$ cat config.mk
export PLATFORM = sky130hd
export DESIGN_NAME = uart_rx_cfg
export DESIGN_NICKNAME = d
export VERILOG_FILES = /design/src/rtl/uart_pkg.sv /design/src/rtl/uart_rx_sync.sv /design/src/rtl/uart_rx_cfg.sv
export SDC_FILE = /design/constraint.sdc
export NUM_CORES = 1
export LEC_CHECK = 0
export CAP_MARGIN = 20
export CORE_MARGIN = 2
export CORE_UTILIZATION = 50
export DETAILED_ROUTE_END_ITERATION = 8
export PLACE_DENSITY = 0.76
export SETUP_SLACK_MARGIN = 0.02
export SLEW_MARGIN = 20
export SYNTH_ARGS = -nofsm -noshare
export SYNTH_HDL_FRONTEND = slang
export SYNTH_SLANG_ARGS = --single-unit
export TNS_END_PERCENT = 50
$ cat constraint.sdc
create_clock -name clk -period 3.6 [get_ports clk]
set_clock_uncertainty 0.15 [all_clocks]
set_input_delay 1.08 -clock clk [delete_from_list [all_inputs] [get_ports clk]]
set_output_delay 1.08 -clock clk [all_outputs]
set_load 0.005 [all_outputs]
$ cat src/rtl/uart_pkg.sv
// Shared UART definitions: parity modes, receiver FSM encoding and a 3-sample vote.
package uart_pkg;

  localparam int unsigned PARITY_NONE = 0;
  localparam int unsigned PARITY_EVEN = 1;
  localparam int unsigned PARITY_ODD  = 2;

  typedef enum logic [2:0] {
    ST_IDLE   = 3'd0,
    ST_START  = 3'd1,
    ST_DATA   = 3'd2,
    ST_PARITY = 3'd3,
    ST_STOP   = 3'd4,
    ST_DONE   = 3'd5
  } uart_state_e;

  function automatic logic maj3(input logic a, input logic b, input logic c);
    return (a & b) | (a & c) | (b & c);
  endfunction

endpackage

$ cat src/rtl/uart_rx_sync.sv
// Two-flop synchroniser for the asynchronous serial line; resets to the idle (high) level.
module uart_rx_sync (
  input  logic clk,
  input  logic rst,
  input  logic i_rx,
  output logic o_rx
);

  logic r_meta;
  logic r_sync;

  // synchroniser flop chain
  always_ff @(posedge clk) begin
    if (rst) begin
      r_meta <= 1'b1;
      r_sync <= 1'b1;
    end else begin
      r_meta <= i_rx;
      r_sync <= r_meta;
    end
  end

  assign o_rx = r_sync;

endmodule

$ cat src/rtl/uart_rx_cfg.sv
// Configurable UART receiver: majority-voted bit sampling, optional parity, 1-2 stop bits.
module uart_rx_cfg
  import uart_pkg::*;
#(
  parameter int unsigned CLKS_PER_BIT = 10,
  parameter int unsigned DATA_BITS    = 8,
  parameter int unsigned PARITY_MODE  = 0,
  parameter int unsigned STOP_BITS    = 1
) (
  input  logic                 clk,
  input  logic                 rst,
  input  logic                 rx_i,
  output logic [DATA_BITS-1:0] data_o,
  output logic                 rx_done_o,
  output logic                 parity_err_o,
  output logic                 frame_err_o,
  output logic                 busy_o
);

  localparam int unsigned   CW        = $clog2(CLKS_PER_BIT);
  localparam logic [CW-1:0] CNT_LAST  = CW'(CLKS_PER_BIT - 1);
  localparam logic [CW-1:0] SMP_A     = CW'(CLKS_PER_BIT / 2 - 1);
  localparam logic [CW-1:0] SMP_B     = CW'(CLKS_PER_BIT / 2);
  localparam logic [CW-1:0] SMP_C     = CW'(CLKS_PER_BIT / 2 + 1);
  localparam logic [3:0]    DATA_LAST = 4'(DATA_BITS - 1);
  localparam logic [3:0]    STOP_LAST = 4'(STOP_BITS - 1);
  localparam logic          ODD_SENSE = (PARITY_MODE == PARITY_ODD);

  logic                 w_rx;
  logic                 r_rx_d;
  uart_state_e          r_state;
  uart_state_e          w_state_nxt;
  logic [CW-1:0]        r_cnt;
  logic [3:0]           r_bit;
  logic                 r_vote_a;
  logic                 r_vote_b;
  logic [DATA_BITS-1:0] r_shift;
  logic                 r_par;
  logic                 r_ferr;

  logic w_fall;
  logic w_wrap;
  logic w_decide;
  logic w_vote;
  logic w_load;
  logic w_busy_nxt;
  logic w_ferr_nxt;
  logic w_perr_nxt;

  uart_rx_sync u_sync (
    .clk  (clk),
    .rst  (rst),
    .i_rx (rx_i),
    .o_rx (w_rx)
  );

  assign w_fall   = r_rx_d & ~w_rx;
  assign w_wrap   = (r_cnt == CNT_LAST);
  assign w_decide = (r_cnt == SMP_C);
  assign w_vote   = maj3(r_vote_a, r_vote_b, w_rx);

  // FSM state register
  always_ff @(posedge clk) begin
    if (rst) begin
      r_state <= ST_IDLE;
    end else begin
      r_state <= w_state_nxt;
    end
  end

  // next-state decode; the last stop bit leaves on its decision cycle, not at the wrap
  always_comb begin
    w_state_nxt = r_state;
    case (r_state)
      ST_IDLE: begin
        if (w_fall) w_state_nxt = ST_START;
        else        w_state_nxt = ST_IDLE;
      end
      ST_START: begin
        if (w_decide && w_vote) w_state_nxt = ST_IDLE;
        else if (w_wrap)        w_state_nxt = ST_DATA;
        else                    w_state_nxt = ST_START;
      end
      ST_DATA: begin
        if (w_wrap && (r_bit == DATA_LAST))
          w_state_nxt = (PARITY_MODE == PARITY_NONE) ? ST_STOP : ST_PARITY;
        else
          w_state_nxt = ST_DATA;
      end
      ST_PARITY: begin
        if (w_wrap) w_state_nxt = ST_STOP;
        else        w_state_nxt = ST_PARITY;
      end
      ST_STOP: begin
        if (w_decide && (r_bit == STOP_LAST)) w_state_nxt = ST_DONE;
        else                                  w_state_nxt = ST_STOP;
      end
      ST_DONE: w_state_nxt = ST_IDLE;
      default: w_state_nxt = ST_IDLE;
    endcase
  end

  // output decode: results are captured on entry to DONE so they are valid during DONE
  always_comb begin
    w_load     = (w_state_nxt == ST_DONE);
    w_busy_nxt = (w_state_nxt != ST_IDLE);
    if ((r_state == ST_STOP) && w_decide) begin
      w_ferr_nxt = r_ferr | ~w_vote;
    end else begin
      w_ferr_nxt = r_ferr;
    end
    if (PARITY_MODE == PARITY_NONE) begin
      w_perr_nxt = 1'b0;
    end else begin
      w_perr_nxt = (^r_shift) ^ r_par ^ ODD_SENSE;
    end
  end

  // bit timing, sampling, shift register and registered outputs
  always_ff @(posedge clk) begin
    if (rst) begin
      r_rx_d       <= 1'b1;
      r_cnt        <= '0;
      r_bit        <= 4'd0;
      r_vote_a     <= 1'b1;
      r_vote_b     <= 1'b1;
      r_shift      <= '0;
      r_par        <= 1'b0;
      r_ferr       <= 1'b0;
      data_o       <= '0;
      rx_done_o    <= 1'b0;
      parity_err_o <= 1'b0;
      frame_err_o  <= 1'b0;
      busy_o       <= 1'b0;
    end else begin
      r_rx_d <= w_rx;
      if ((r_state == ST_IDLE) || (w_state_nxt == ST_IDLE) ||
          (w_state_nxt == ST_DONE) || w_wrap) begin
        r_cnt <= '0;
      end else begin
        r_cnt <= r_cnt + CW'(1);
      end
      if (w_state_nxt != r_state) begin
        r_bit <= 4'd0;
      end else if (w_wrap) begin
        r_bit <= r_bit + 4'd1;
      end else begin
        r_bit <= r_bit;
      end
      if (r_cnt == SMP_A) r_vote_a <= w_rx;
      if (r_cnt == SMP_B) r_vote_b <= w_rx;
      if ((r_state == ST_DATA) && w_decide) begin
        r_shift <= {w_vote, r_shift[DATA_BITS-1:1]};
      end
      if ((r_state == ST_PARITY) && w_decide) begin
        r_par <= w_vote;
      end
      if (r_state == ST_IDLE) begin
        r_ferr <= 1'b0;
      end else begin
        r_ferr <= w_ferr_nxt;
      end
      rx_done_o <= w_load;
      busy_o    <= w_busy_nxt;
      if (w_load) begin
        data_o       <= r_shift;
        parity_err_o <= w_perr_nxt;
        frame_err_o  <= w_ferr_nxt;
      end
    end
  end

endmodule

; Yosys cells after proc, flatten, opt, wreduce, memory -nomap -nowiden
; Cells that the tools add are included.
[word_totals]
ff_bits = 36
elab_cells = 59
[classes]
mux = 8
n_reduce_logical = 15
addsub = 2
n_bitwise = 9
eq_ne = 11
[op_table]
columns = operator, n
row1 = equality test 4 x 3 -> 1 bit (second input constant), 4
row2 = case mux 3 bit (5 select lines), 1
row3 = adder 4 x 1 -> 4 bit (second input constant), 2
row4 = equality test 3 x 2 -> 1 bit (second input constant), 2
row5 = equality test 3 bit (second input constant), 2
row6 = logical NOT 3 bit, 2
row7 = two-way mux 3 bit, 2
row8 = OR reduction 2 bit, 3
row9 = logical AND 1 bit, 5
row10 = AND 1 bit, 4
row11 = equality test 4 bit (second input constant), 1
row12 = logical NOT 4 bit, 1
row13 = two-way mux 2 bit, 2
row14 = equality test 3 x 1 -> 1 bit (second input constant), 1
row15 = logical OR 1 bit, 3
row16 = two-way mux 1 bit, 3
row17 = != test 3 bit, 1
row18 = bitwise OR 1 bit, 3
row19 = nonzero test 3 bit, 1
row20 = NOT 1 bit, 2

; Logic depth before layout (Yosys ltp)
[logic_depth]
depth_word = 11
mapped_depth = 8
mapped_depth_nobuf = 6

; By module
; A second synthesis with hierarchy kept.
[unflattened]
hier_cells = 155
area_unflattened_um2 = 1519.0
[modules_own_cells]
columns = module, seq_area_each_um2, n_inst, area_each_um2, cells_each
row1 = uart_rx_cfg, 680.7, 1, 1466.4, 151
row2 = uart_rx_sync, 40.0, 1, 52.6, 4

; Least setup slack after synthesis
; Ideal clock, no wire load.
[synth_path]
path_kind = input to register
start = input port rst
end = register busy_o
n_path_buf = 2
t_required_ns = 3.322
path_stages = 3
arrival_time_ns = 1.665
slack_ns = 1.657
setup_time_ns = 0.128
path_cell_list = clkbuf_1 > clkbuf_1 > nor2_1
[synth_rtl]
columns = item, line_no
row1 = "start, declared", uart_rx_cfg.sv:11  ; input logic rst,
row2 = "end signal, assigned", uart_rx_cfg.sv:164  ; busy_o <= w_busy_nxt;
row3 = "end, declared", uart_rx_cfg.sv:17  ; output logic busy_o
; No word-level cell between the ends.

; Final worst setup path
[layout_path]
start = input port rst
end = register r_bit[2]
[layout_via]
elab_chain_cells = 1
[layout_lines]
columns = item, line_no
row1 = OR reduction 2 bit (no line), -
row2 = "end signal, assigned", uart_rx_cfg.sv:146  ; r_bit <= r_bit + 4'd1;
row3 = "end signal, assigned", uart_rx_cfg.sv:148  ; r_bit <= r_bit;
row4 = "end, declared", uart_rx_cfg.sv:34  ; logic [3:0] r_bit;
; No other way between the ends.
; A chain may end at the register's enable or synchronous reset.

==> results <==
- Counting I/O delays and the setup requirement, the final critical path takes around 2.4 ns.
- From synthesis to final layout, the design area changed by 12.3%.
- The count of fill cells added during filler insertion is 271.
- The worst path uses 67.4% of the clock period.
- The setup violation total in the final timing report is 0.
- The peak fanout along the critical path is 20.
- The design area is 1760 um^2.
- The reported max-cap violation count is 0.
- The stage delay of the slowest cell on the critical path is 0.73 ns.
- The boundary pin count is 15.
- The post-synthesis cell type count is 44.
- The endpoint of the worst hold-timing path is u_sync.o_rx.
- The area of all sequential standard cells is 721 um^2.
- Using the TritonRoute via totals, the vias-per-cell ratio works out to 5.48.
- The total number of clock tree sinks is 36.
- For this design, the CTS-stage hold fixing added 0 buffers.
- The placed wire-length estimate after detailed placement is 1.93 mm.
- The kind of capture point of the worst setup path is a register.
- The floorplan step defined a die boundary enclosing between 3000 and 4000 um^2.
- The sum of routed wire length over all layers is 2.78 mm.
- The critical hold path startpoint is u_sync.r_meta.
- For this block, the via count after detailed routing is 1173.
- The cell depth of the worst min-delay path is 1.
- The remaining number of nets flagged by the antenna check after routing is 0.
- The pin count of the biggest net entering global routing is 21.
- The buffer levels on the longest clock path is 2.
- After clock tree synthesis, the clock-pin slew on the worst setup and hold paths is 0.10 ns.
- The highest attainable clock frequency is around 410 MHz.
- The synthesis-stage register bit count is 36.
- The flow ran to the end, and the final reports show no timing, DRC or antenna violations.
- The final-stage net count is around 190.
- The global-route wire length before repair is 4.80 mm.
- The aggregate global-route resource usage is 17.9%.
- The initial antenna violation count is 0.
- Setup repair after global routing left no endpoint under its margin.
- After technology mapping, the gate count stands at 167.
- The path class of the lowest-slack min-delay path is reg -> reg.
- The final antenna diode count is 0.
- In this run the clock root is driven by a sky130_fd_sc_hd__clkbuf_4.
- The post-CTS setup buffer count is 0.
- The net count after synthesis is 176.
- The last weighted congestion value of the routability-driven placer is 0.759.
- The area taken by multi-input logic gates is around 770 um^2.
- Data on the critical path arrives at its endpoint at 2.55 ns.
- The die is 60.0 um tall.
- The post-cts gate resize count is 0.
- For this design, the slowest cell found on the critical path is sky130_fd_sc_hd__clkdlybuf4s50_1.
- The share of layout cells above drive strength 1 is 13.3%.
- For this configuration, the core starts out at a cell density of between 50% and 60%.
- STA classifies the critical path startpoint as a primary input.
- Traced cell by cell, the critical path runs through clkdlybuf4s50_1, a211oi_1, o2111ai_2, nor2_1.
- The later pin in the worst-skew pair is clocked with a latency of 0.33 ns.
- In this run the critical register-to-register path is launched from r_cnt[0].
- For this run the aggregate overflow at the end of global routing stands at 0.
- In this run the critical register-to-register path is captured at data_o[0].
- Summed over all cells, the static leakage comes to 0.679 nW.
- Overall power consumption after layout is estimated at 0.646 mW.
- From left edge to right edge, the die measures 60.0 um.
- The worst pin sits at a relative slew slack of between 50% and 60%.
- The DRC marker count from the first detailed-route iteration is 58.
- The routed wirelength normalized by instance count is about 13 um.
- The first-pass iteration count of the detailed router is 4.
- TritonCTS built the clock tree.
- The final max-slew violation count is 0.
- The total count of hold-check failures in the final report is 0.
- The residual DRC count is 0.
- The floorplan step defined a core boundary enclosing 3000 um^2.
- The worst register-to-register path has a depth of 6.
- The number of H-tree branching levels is 2.
- The cell area that synthesis handed to floorplanning was 1570 um^2.
- The final core utilization is 58.5%.
- The placed instances occupy a cell area of roughly 1700 um^2.
- The number of placement rows is 20.
- The sequential element share of the synthesized area is 46.0%.
- The number of synthesis warnings is 0.
- In this run, CTS created clock tree buffers numbering 5.
- The register-to-register path setup slack is 1.63 ns.
- The worst setup path category is in -> reg.
- The number of global-route vias before repair is 1084.
- Summed over all failing endpoints, the final setup total negative slack is 0 ns.
- The data required time of the worst path is 3.72 ns.
- At the pin with the least slew margin, the transition time is 0.640 ns.
- The average instance in the mapped netlist occupies 9.37 um^2.
- The peak ir drop on the vdd network is 0.236 mV.
- The count of buffers added on input and output ports is 13.
- The power per unit of standard cell area is 368 nW/um^2.
## worst max path at each step
stage                     cells after the start        to  start
after floorplan                               3    busy_o    rst
after global placement                        4  r_bit[0]    rst
after detailed placement                      4  r_bit[1]    rst
after CTS                                     4  r_bit[2]    rst
after global routing                          4  r_bit[2]    rst
final                                         4  r_bit[2]    rst
## through the flow
stage          std cells  hold WS, ns  setup slack (ns)
2_1_floorplan        167        0.239              1.66
3_3_place_gp         206        0.252             0.865
3_5_place_dp         206        0.244             0.811
4_1_cts              214        0.272              1.16
5_1_grt              214        0.310             0.944
6_report             214        0.270              1.17
## placed cells by master, fill, tap and decap left out, types with 3 or more instances in the layout
master                            netlist  routed
sky130_fd_sc_hd__mux2i_1                8       8
sky130_fd_sc_hd__nand2_1               20      20
sky130_fd_sc_hd__dfxtp_1               36      36
sky130_fd_sc_hd__inv_1                  7       7
sky130_fd_sc_hd__ha_1                   6       6
sky130_fd_sc_hd__a21oi_1               12      12
sky130_fd_sc_hd__clkbuf_4               0       5
sky130_fd_sc_hd__a21boi_0               3       3
sky130_fd_sc_hd__or2_2                  3       3
sky130_fd_sc_hd__nor3_1                 8       8
sky130_fd_sc_hd__nor2_1                17      17
sky130_fd_sc_hd__or3_1                  3       3
sky130_fd_sc_hd__xor2_1                 3       3
sky130_fd_sc_hd__clkdlybuf4s50_1        0      13
## power breakdown
part           switching (mW)  internal [mW]  total, mW
clock network           0.127         0.0929      0.220
logic                  0.0142        0.00921     0.0234
registers             0.00217          0.401      0.403
total                   0.144          0.503      0.646
## sequential cells by signal, summed over array words and instances, names as in the netlist, 3 cells and up
register	count
r_state	3
r_cnt	4
r_bit	4
r_shift	8
data_o	8
## area by class of cell
| cell class | instances | share of cell area (%) |
|---|---|---|
| multi-input cells | 116 | 43.8 |
| flip-flops and latches | 36 | 41.0 |
| clock inverters | 2 | 0.569 |
| repair buffers | 14 | 7.83 |
| well taps | 33 | 2.35 |
| inverters | 7 | 1.49 |
| clock buffers | 6 | 2.92 |
## logic make-up (layout without fill, tap and decap cells)
family | after synthesis | in the layout | synth area share, %
other | 1 | 1 | 0.240
adders and majority gates | 7 | 7 | 5.52
buffers and inverters | 15 | 29 | 4.72
and+or+nand+nor | 68 | 68 | 23.2
xor gates and xnor gates | 5 | 5 | 2.80
DFF | 36 | 36 | 46.0
muxes | 8 | 8 | 5.12
AOI/OAI and AO/OA | 27 | 27 | 12.4
## Yosys cell counts, drive strengths merged
cell type / instances / area (um^2)
inv: 7 / 26.3
a311oi: 1 / 15.0
nor2b: 1 / 6.26
nand3: 2 / 15.0
a21boi: 3 / 22.5
and2b: 2 / 16.3
nand4: 3 / 25.0
mux2i: 8 / 80.1
o21ai: 1 / 5.00
xnor2: 2 / 17.5
nor2: 18 / 70.1
dfxtp: 36 / 721
nor3: 9 / 50.1
a31oi: 1 / 6.26
o2111ai: 1 / 15.0
a311o: 2 / 20.0
nor4: 1 / 12.5
o211ai: 1 / 7.51
buf: 5 / 36.3
nand2b: 1 / 6.26
nand2: 20 / 75.1
a22oi: 1 / 7.51
conb: 1 / 3.75
and3b: 3 / 27.5
and4: 1 / 8.76
or2: 3 / 18.8
or3: 3 / 18.8
maj3: 1 / 11.3
o21a: 2 / 15.0
clkbuf: 3 / 11.3
a211oi: 2 / 20.0
ha: 6 / 75.1
nor3b: 1 / 12.5
xor2: 3 / 26.3
a21oi: 12 / 60.1
## worst max-delay path, delay by kind of cell
family | cells | cell delay, ns
buffers and inverters | 1 | 0.73
AO/OA/AOI/OAI | 2 | 0.58
AND/OR/NAND/NOR | 1 | 0.15
## routing by layer
metal | GRT usage [%] | vias to the layer above | wire [um]
met4 | 6.67 | 0 | 0
met3 | 5.19 | 0 | 120
met1 | 22.6 | 549 | 1290
met5 | 0 | - | 0
met2 | 28.9 | 24 | 1370
li1 | - | 600 | -
No activity file was read; power rests on OpenSTA's default activity.
